`src/rtl/tx_seq_tracker.sv`:
```
// Per-port cell tracker on the shared-memory read bus: reassembles up to CTX_NUB
// interleaved packets, checks sequence order, and aborts contexts that stall.
module tx_seq_tracker #(
  parameter int PORT_ID  = 0,
  parameter int PORT_NUB = 16,
  parameter int LEN_MAX  = 256,
  parameter int CTX_NUB  = 2,
  parameter int DATA_W   = 64,
  parameter int TIMEOUT  = 1023,
  parameter int SEL_W    = $clog2(PORT_NUB),
  parameter int LEN_W    = $clog2(LEN_MAX + 1),
  parameter int CTX_W    = (CTX_NUB > 1) ? $clog2(CTX_NUB) : 1,
  parameter int TMR_W    = $clog2(TIMEOUT + 1)
) (
  input  logic               clk,
  input  logic               rst_n,
  input  logic               flush_in,
  input  logic               rd_en_in,
  input  logic [SEL_W-1:0]   tx_in,
  input  logic [CTX_W-1:0]   ctx_in,
  input  logic [LEN_W-1:0]   seq_in,
  input  logic [LEN_W-1:0]   length_in,
  input  logic [DATA_W-1:0]  data_in,
  output logic               valid_out,
  output logic               sop_out,
  output logic               eop_out,
  output logic [CTX_W-1:0]   ctx_out,
  output logic [DATA_W-1:0]  data_out,
  output logic               drop_out,
  output logic               timeout_out,
  output logic [CTX_NUB-1:0] busy_out,
  output logic [15:0]        err_cnt_out
);

  typedef enum logic [1:0] {IDLE = 2'd0, RECV = 2'd1, DROP = 2'd2} ctx_state_e;

  ctx_state_e       state_q  [CTX_NUB];
  ctx_state_e       state_d  [CTX_NUB];
  logic [LEN_W-1:0] exp_q    [CTX_NUB];
  logic [LEN_W-1:0] exp_d    [CTX_NUB];
  logic [LEN_W-1:0] remain_q [CTX_NUB];
  logic [LEN_W-1:0] remain_d [CTX_NUB];
  logic [TMR_W-1:0] timer_q  [CTX_NUB];
  logic [TMR_W-1:0] timer_d  [CTX_NUB];

  logic               hit, ctx_ok, start_ok;
  logic [CTX_NUB-1:0] hit_vec;
  logic               valid_d, sop_d, eop_d, drop_d, timeout_d;
  logic [CTX_W-1:0]   ctx_d;
  logic [DATA_W-1:0]  data_d;
  logic [15:0]        tmo_cnt;
  logic [16:0]        err_sum;
  logic [15:0]        err_d;

  assign hit      = rd_en_in && (tx_in == SEL_W'(PORT_ID));
  assign ctx_ok   = int'(ctx_in) < CTX_NUB;
  assign start_ok = (seq_in == '0) && (length_in != '0) && (length_in <= LEN_W'(LEN_MAX));

  always_comb begin
    for (int c = 0; c < CTX_NUB; c++) begin
      hit_vec[c] = hit && ctx_ok && (int'(ctx_in) == c);
      busy_out[c] = (state_q[c] != IDLE);
    end
  end

  // State register: per-context FSM plus the registered output stage.
  always_ff @(posedge clk or negedge rst_n) begin
    if (!rst_n) begin
      for (int c = 0; c < CTX_NUB; c++) begin
        state_q[c]  <= IDLE;
        exp_q[c]    <= '0;
        remain_q[c] <= '0;
        timer_q[c]  <= '0;
      end
      valid_out   <= 1'b0;
      sop_out     <= 1'b0;
      eop_out     <= 1'b0;
      ctx_out     <= '0;
      data_out    <= '0;
      drop_out    <= 1'b0;
      timeout_out <= 1'b0;
      err_cnt_out <= '0;
    end else begin
      for (int c = 0; c < CTX_NUB; c++) begin
        state_q[c]  <= state_d[c];
        exp_q[c]    <= exp_d[c];
        remain_q[c] <= remain_d[c];
        timer_q[c]  <= timer_d[c];
      end
      valid_out   <= valid_d;
      sop_out     <= sop_d;
      eop_out     <= eop_d;
      ctx_out     <= ctx_d;
      data_out    <= data_d;
      drop_out    <= drop_d;
      timeout_out <= timeout_d;
      err_cnt_out <= err_d;
    end
  end

  // Next-state logic; a hit always clears the timer, so it beats a same-cycle expiry.
  always_comb begin
    for (int c = 0; c < CTX_NUB; c++) begin
      state_d[c]  = state_q[c];
      exp_d[c]    = exp_q[c];
      remain_d[c] = remain_q[c];
      timer_d[c]  = timer_q[c];
      if (flush_in) begin
        state_d[c]  = IDLE;
        exp_d[c]    = '0;
        remain_d[c] = '0;
        timer_d[c]  = '0;
      end else if (hit_vec[c]) begin
        timer_d[c] = '0;
        if (state_q[c] == RECV) begin
          if (seq_in == exp_q[c]) begin
            exp_d[c] = exp_q[c] + LEN_W'(1);
            if (remain_q[c] == LEN_W'(1)) state_d[c] = IDLE;
            else remain_d[c] = remain_q[c] - LEN_W'(1);
          end else begin
            state_d[c] = DROP;
          end
        end else if (start_ok && (length_in != LEN_W'(1))) begin
          state_d[c]  = RECV;
          exp_d[c]    = LEN_W'(1);
          remain_d[c] = length_in - LEN_W'(1);
        end else if (start_ok) begin
          state_d[c] = IDLE;
        end
      end else if (state_q[c] != IDLE) begin
        if (timer_q[c] == TMR_W'(TIMEOUT - 1)) begin
          state_d[c] = IDLE;
          timer_d[c] = '0;
        end else begin
          timer_d[c] = timer_q[c] + TMR_W'(1);
        end
      end
    end
  end

  // Output logic: values presented on the outputs after the next edge.
  always_comb begin
    valid_d   = 1'b0;
    sop_d     = 1'b0;
    eop_d     = 1'b0;
    drop_d    = 1'b0;
    timeout_d = 1'b0;
    tmo_cnt   = '0;
    if (!flush_in) begin
      if (hit && !ctx_ok) drop_d = 1'b1;
      for (int c = 0; c < CTX_NUB; c++) begin
        case (state_q[c])
          IDLE: if (hit_vec[c]) begin
            if (start_ok) begin
              valid_d = 1'b1;
              sop_d   = 1'b1;
              eop_d   = (length_in == LEN_W'(1));
            end else begin
              drop_d = 1'b1;
            end
          end
          RECV: if (hit_vec[c]) begin
            if (seq_in == exp_q[c]) begin
              valid_d = 1'b1;
              eop_d   = (remain_q[c] == LEN_W'(1));
            end else begin
              drop_d = 1'b1;
            end
          end else if (timer_q[c] == TMR_W'(TIMEOUT - 1)) begin
            timeout_d = 1'b1;
            tmo_cnt   = tmo_cnt + 16'd1;
          end
          DROP: if (hit_vec[c] && start_ok) begin
            valid_d = 1'b1;
            sop_d   = 1'b1;
            eop_d   = (length_in == LEN_W'(1));
          end
          default: ;
        endcase
      end
    end
    ctx_d   = valid_d ? ctx_in : '0;
    data_d  = valid_d ? data_in : '0;
    err_sum = {1'b0, err_cnt_out} + 17'(drop_d) + {1'b0, tmo_cnt};
    err_d   = err_sum[16] ? 16'hFFFF : err_sum[15:0];
  end

endmodule

```
`config.mk`:
```
export PLATFORM = sky130hd
export DESIGN_NAME = tx_seq_tracker
export DESIGN_NICKNAME = d
export VERILOG_FILES = /design/src/rtl/tx_seq_tracker.sv
export SDC_FILE = /design/constraint.sdc
export NUM_CORES = 1
export LEC_CHECK = 0
export ABC_AREA = 0
export CORE_ASPECT_RATIO = 1.4
export CORE_UTILIZATION = 54
export DETAILED_ROUTE_END_ITERATION = 8
export GPL_ROUTABILITY_DRIVEN = 0
export GPL_TIMING_DRIVEN = 0
export MAX_ROUTING_LAYER = met4
export PLACE_DENSITY = 0.86
export SYNTH_ARGS = -nofsm -noshare
export SYNTH_HDL_FRONTEND = slang
export SYNTH_SLANG_ARGS = --single-unit
```
`constraint.sdc`:
```
create_clock -name clk -period 8.25 [get_ports clk]
set_input_delay 1.65 -clock clk [delete_from_list [all_inputs] [get_ports clk]]
set_output_delay 1.65 -clock clk [all_outputs]
set_load 0.1 [all_outputs]
```
==> results.sh <==
export IMPL_fp_row_count=49
export IMPL_post_cts_buffers=0
export IMPL_tightestPinTransition_ps=1033
export IMPL_synth_adder_area_share_pct=3.146
export IMPL_synth_xor_area_share_pct=5.807
export IMPL_grt_pass1_vias=6392
export IMPL_ant_nets=0
export IMPL_vdd_drop_max_mv=0.1548
export IMPL_cts_clk_slew_worst_paths_ps=70
export IMPL_syn_area_mm2=0.007239
export IMPL_hold_end="timer_q[16]"
export IMPL_cts_tree="built"
export IMPL_period_share_pct=77.41
export IMPL_grt_max_degree=85
export IMPL_hp_start="timer_q[16]"
export IMPL_worstPathArrival_ps=6740
export IMPL_muxShareOfSynthArea_pct=1.434
export IMPL_yosysWarnings=0
export IMPL_cap_violations=0
export IMPL_cp_end_kind="register"
export IMPL_finalInstanceArea_mm2=0.009831
export IMPL_dpl_cell_area_mm2=0.009263
export IMPL_yosysTopAreaCell="dfrtp_1"
export IMPL_critical_path_class="primary input to register"
export IMPL_via_count=6351
export IMPL_synth_top_family_by_area="simple AND/OR/NAND/NOR gates"
export IMPL_synthesis_instances=729
export IMPL_start_kind="primary input"
export IMPL_ys_flop_type="dfrtp_1"
export IMPL_numCtsBuffers=17
export IMPL_wl_per_cell_um=17.01
export IMPL_post_cts_resized=0
export IMPL_tns_ps=0
export IMPL_viasPerCell=5.686
export IMPL_holdBufCountCts=0
export IMPL_die_h_um=139
export IMPL_core_area_mm2=0.01294
export IMPL_synth_compound_area_share_pct=11.65
export IMPL_async_flop_share_pct=100.0
export IMPL_rsz0062_at_grt="no"
export IMPL_drc=0
export IMPL_antenna_diode_count=0
export IMPL_drt_total_wl_mm=19.00
export IMPL_clock_fmax_mhz=156.6
export IMPL_r2r_start="state_q[2]"
export IMPL_fin_nets=1034
export IMPL_fp_dieW_um=99.86
export IMPL_antenna_found_initial=0
export IMPL_slew_headroom_pct=30.93
export IMPL_area_growth_syn_to_layout_pct=35.79
export IMPL_hold_class="register to register"
export IMPL_overflow=0
export IMPL_fill_cells=865
export IMPL_critPathMaxFanout=10
export IMPL_powerDensity_mw_per_mm2=170.5
export IMPL_grt_pass1_wl_mm=30.75
export IMPL_slew_violations=0
export IMPL_period_minus_slack_ps=6386
export IMPL_clock_sinks=146
export IMPL_critPathLaunch="length_in[0]"
export IMPL_drive_gt1_share_pct=6.603
export IMPL_synth_cell_type_count=64
export IMPL_rr_worst_depth=19
export IMPL_grt_usage_pct=29.72
export IMPL_cts_max_path_buffers=2
export IMPL_skew_ps=13.15
export IMPL_synth_top_area_share_pct=50.47
export IMPL_dp_hpwl_mm=14.14
export IMPL_p_leak_nw=4.301
export IMPL_cts_root_buf="clkbuf_16"
export IMPL_required_ps=8600
export IMPL_r2r_slack_ps=3280
export IMPL_synth_nets=837
export IMPL_io_pins=179
export IMPL_hold_viol_final=0
export IMPL_htree_levels=4
export IMPL_dr_pass1_iters=5
export IMPL_synthSimpleGateAreaFrac_pct=24.30
export IMPL_rr_endpoint="err_cnt_out[9]"
export IMPL_synth_seq_cells=146
export IMPL_synth_edf_count=0
export IMPL_fp_dieArea_mm2=0.01388
export IMPL_drt_iter0_drc=465
export IMPL_status="complete, no violations"
export IMPL_synth_yosys_seq_area_share_pct=50.47
export IMPL_worstSkewPairLatency_ps=420
export IMPL_setup_viol=0
export IMPL_portBuffers=177
export IMPL_hold_depth=1
export IMPL_initial_core_util_pct=55.96
export IMPL_synth_avg_cell_area_um2=9.931
export IMPL_synthTopCellsByArea="dfrtp_1 50%, and2_1 5.9%, nor2_1 3.5%, xnor2_1 3.0%, nand2_1 2.9%"
## placed cells by master (no fill, tap or decap), drive strengths merged, types with 15 or more instances in the layout
cell and count:
nor3 21, xor2 23, dfrtp 146, nand2 55, inv 35, clkdlybuf4s50 176
o21ai 45, clkbuf 35, nand3 31, a21oi 34, nor2 68, and2 68
ha 15, xnor2 25
## critical path, stage by stage
cell,delay [ps]
clkdlybuf4s50_1,530
inv_1,150
ha_1,210
or3b_2,520
or3_1,390
nand3_2,160
mux2i_1,80
or3_1,400
a21o_1,190
fa_1,430
fa_1,420
and3b_1,280
nand3_1,170
nor3_1,340
and3_1,250
nand3_1,180
clkbuf_1,270
nand2_1,120
## area by class of cell
type,count,area (um^2),share of cell area [%]
clock buffer,18,429.2,4.366
inverter,26,97.59,0.9927
multi-input combinational,532,3354,34.12
tap,178,222.7,2.265
buffer,25,133.9,1.362
clock inverter,14,138.9,1.413
timing repair buffer,178,1800,18.31
sequential,146,3654,37.16
## logic make-up after synthesis
logic type	count (synthesis)
flip-flops	146
XOR/XNOR	48
adder cells (fa/ha/maj)	17
buffers and inverters	51
AO/OA/AOI/OAI	133
AND/OR/NAND/NOR	324
multiplexers	10
## synth_stat cells (3+ instances only)
| cell type | count |
|---|---|
| dfrtp_1 | 146 |
| and2_1 | 68 |
| nor2_1 | 68 |
| nand2_1 | 55 |
| o21ai_0 | 40 |
| a21oi_1 | 34 |
| nand3_1 | 30 |
| inv_1 | 26 |
| xnor2_1 | 25 |
| xor2_1 | 23 |
| nor3_1 | 21 |
| clkbuf_1 | 17 |
| ha_1 | 15 |
| and3_1 | 12 |
| nand4_1 | 12 |
| a31oi_1 | 11 |
| or3_1 | 11 |
| nand2b_1 | 8 |
| mux2i_1 | 7 |
| nor2b_1 | 6 |
| nor4_1 | 6 |
| o31ai_1 | 5 |
| or2_2 | 5 |
| a211o_1 | 4 |
| a32o_1 | 4 |
| buf_6 | 4 |
| nand3b_1 | 4 |
| a41oi_1 | 3 |
| mux2_2 | 3 |
| o2111ai_1 | 3 |
| o211ai_1 | 3 |
| o21ai_1 | 3 |
| o311ai_0 | 3 |
| o32ai_1 | 3 |
## where the power goes
group          leakage (nW)  switching [W]  internal (W)
Clock                 0.277       0.000336      0.000401
Combinational          1.99       0.000128     0.0000723
Sequential             2.03      0.0000130      0.000726
## metal layers
| metal | vias to the layer above | GRT usage (%) | part of all wire [%] | wire [um] |
|---|---|---|---|---|
| met2 | 327 | 47.84 | 51 | 9618 |
| met3 | 60 | 7.460 | 8.4 | 1602 |
| met4 | 0 | 14.63 | 3.6 | 679 |
| met1 | 3017 | 34.37 | 37 | 7098 |
| met5 | - | - | 0 | 0 |
| li1 | 2947 | - | - | - |
## worst max-delay path by stage
stage	slack, ps	depth (start not counted)	endpoint
finish	1860	18	err_cnt_out[9]
global route	1500	18	err_cnt_out[10]
CTS	1870	18	err_cnt_out[11]
detailed placement	1450	18	err_cnt_out[3]
global placement	-200	1	data_out[55]
floorplan	2510	17	err_cnt_out[6]
## flip-flops by register name, summed over array words and instances, names as in the netlist, 4 cells and up
name,cells
data_out,64
timer_q,20
exp_q,18
remain_q,18
err_cnt_out,16
state_q,4
## stage by stage
step	power, W	setup slack, ps	hold WS (ps)	util [%]	instances
floorplan	0.0008542	2508	464.8	-	729
global placement	0.0009483	-204.8	493.7	71.38	1084
detailed placement	0.0009518	1452	507.3	71.60	1085
CTS	0.001688	1874	516.9	75.99	1117
global route	0.001735	1496	539.3	75.99	1117
finish	0.001676	1864	514.5	75.99	1117
No activity file was read; power rests on OpenSTA's default activity.
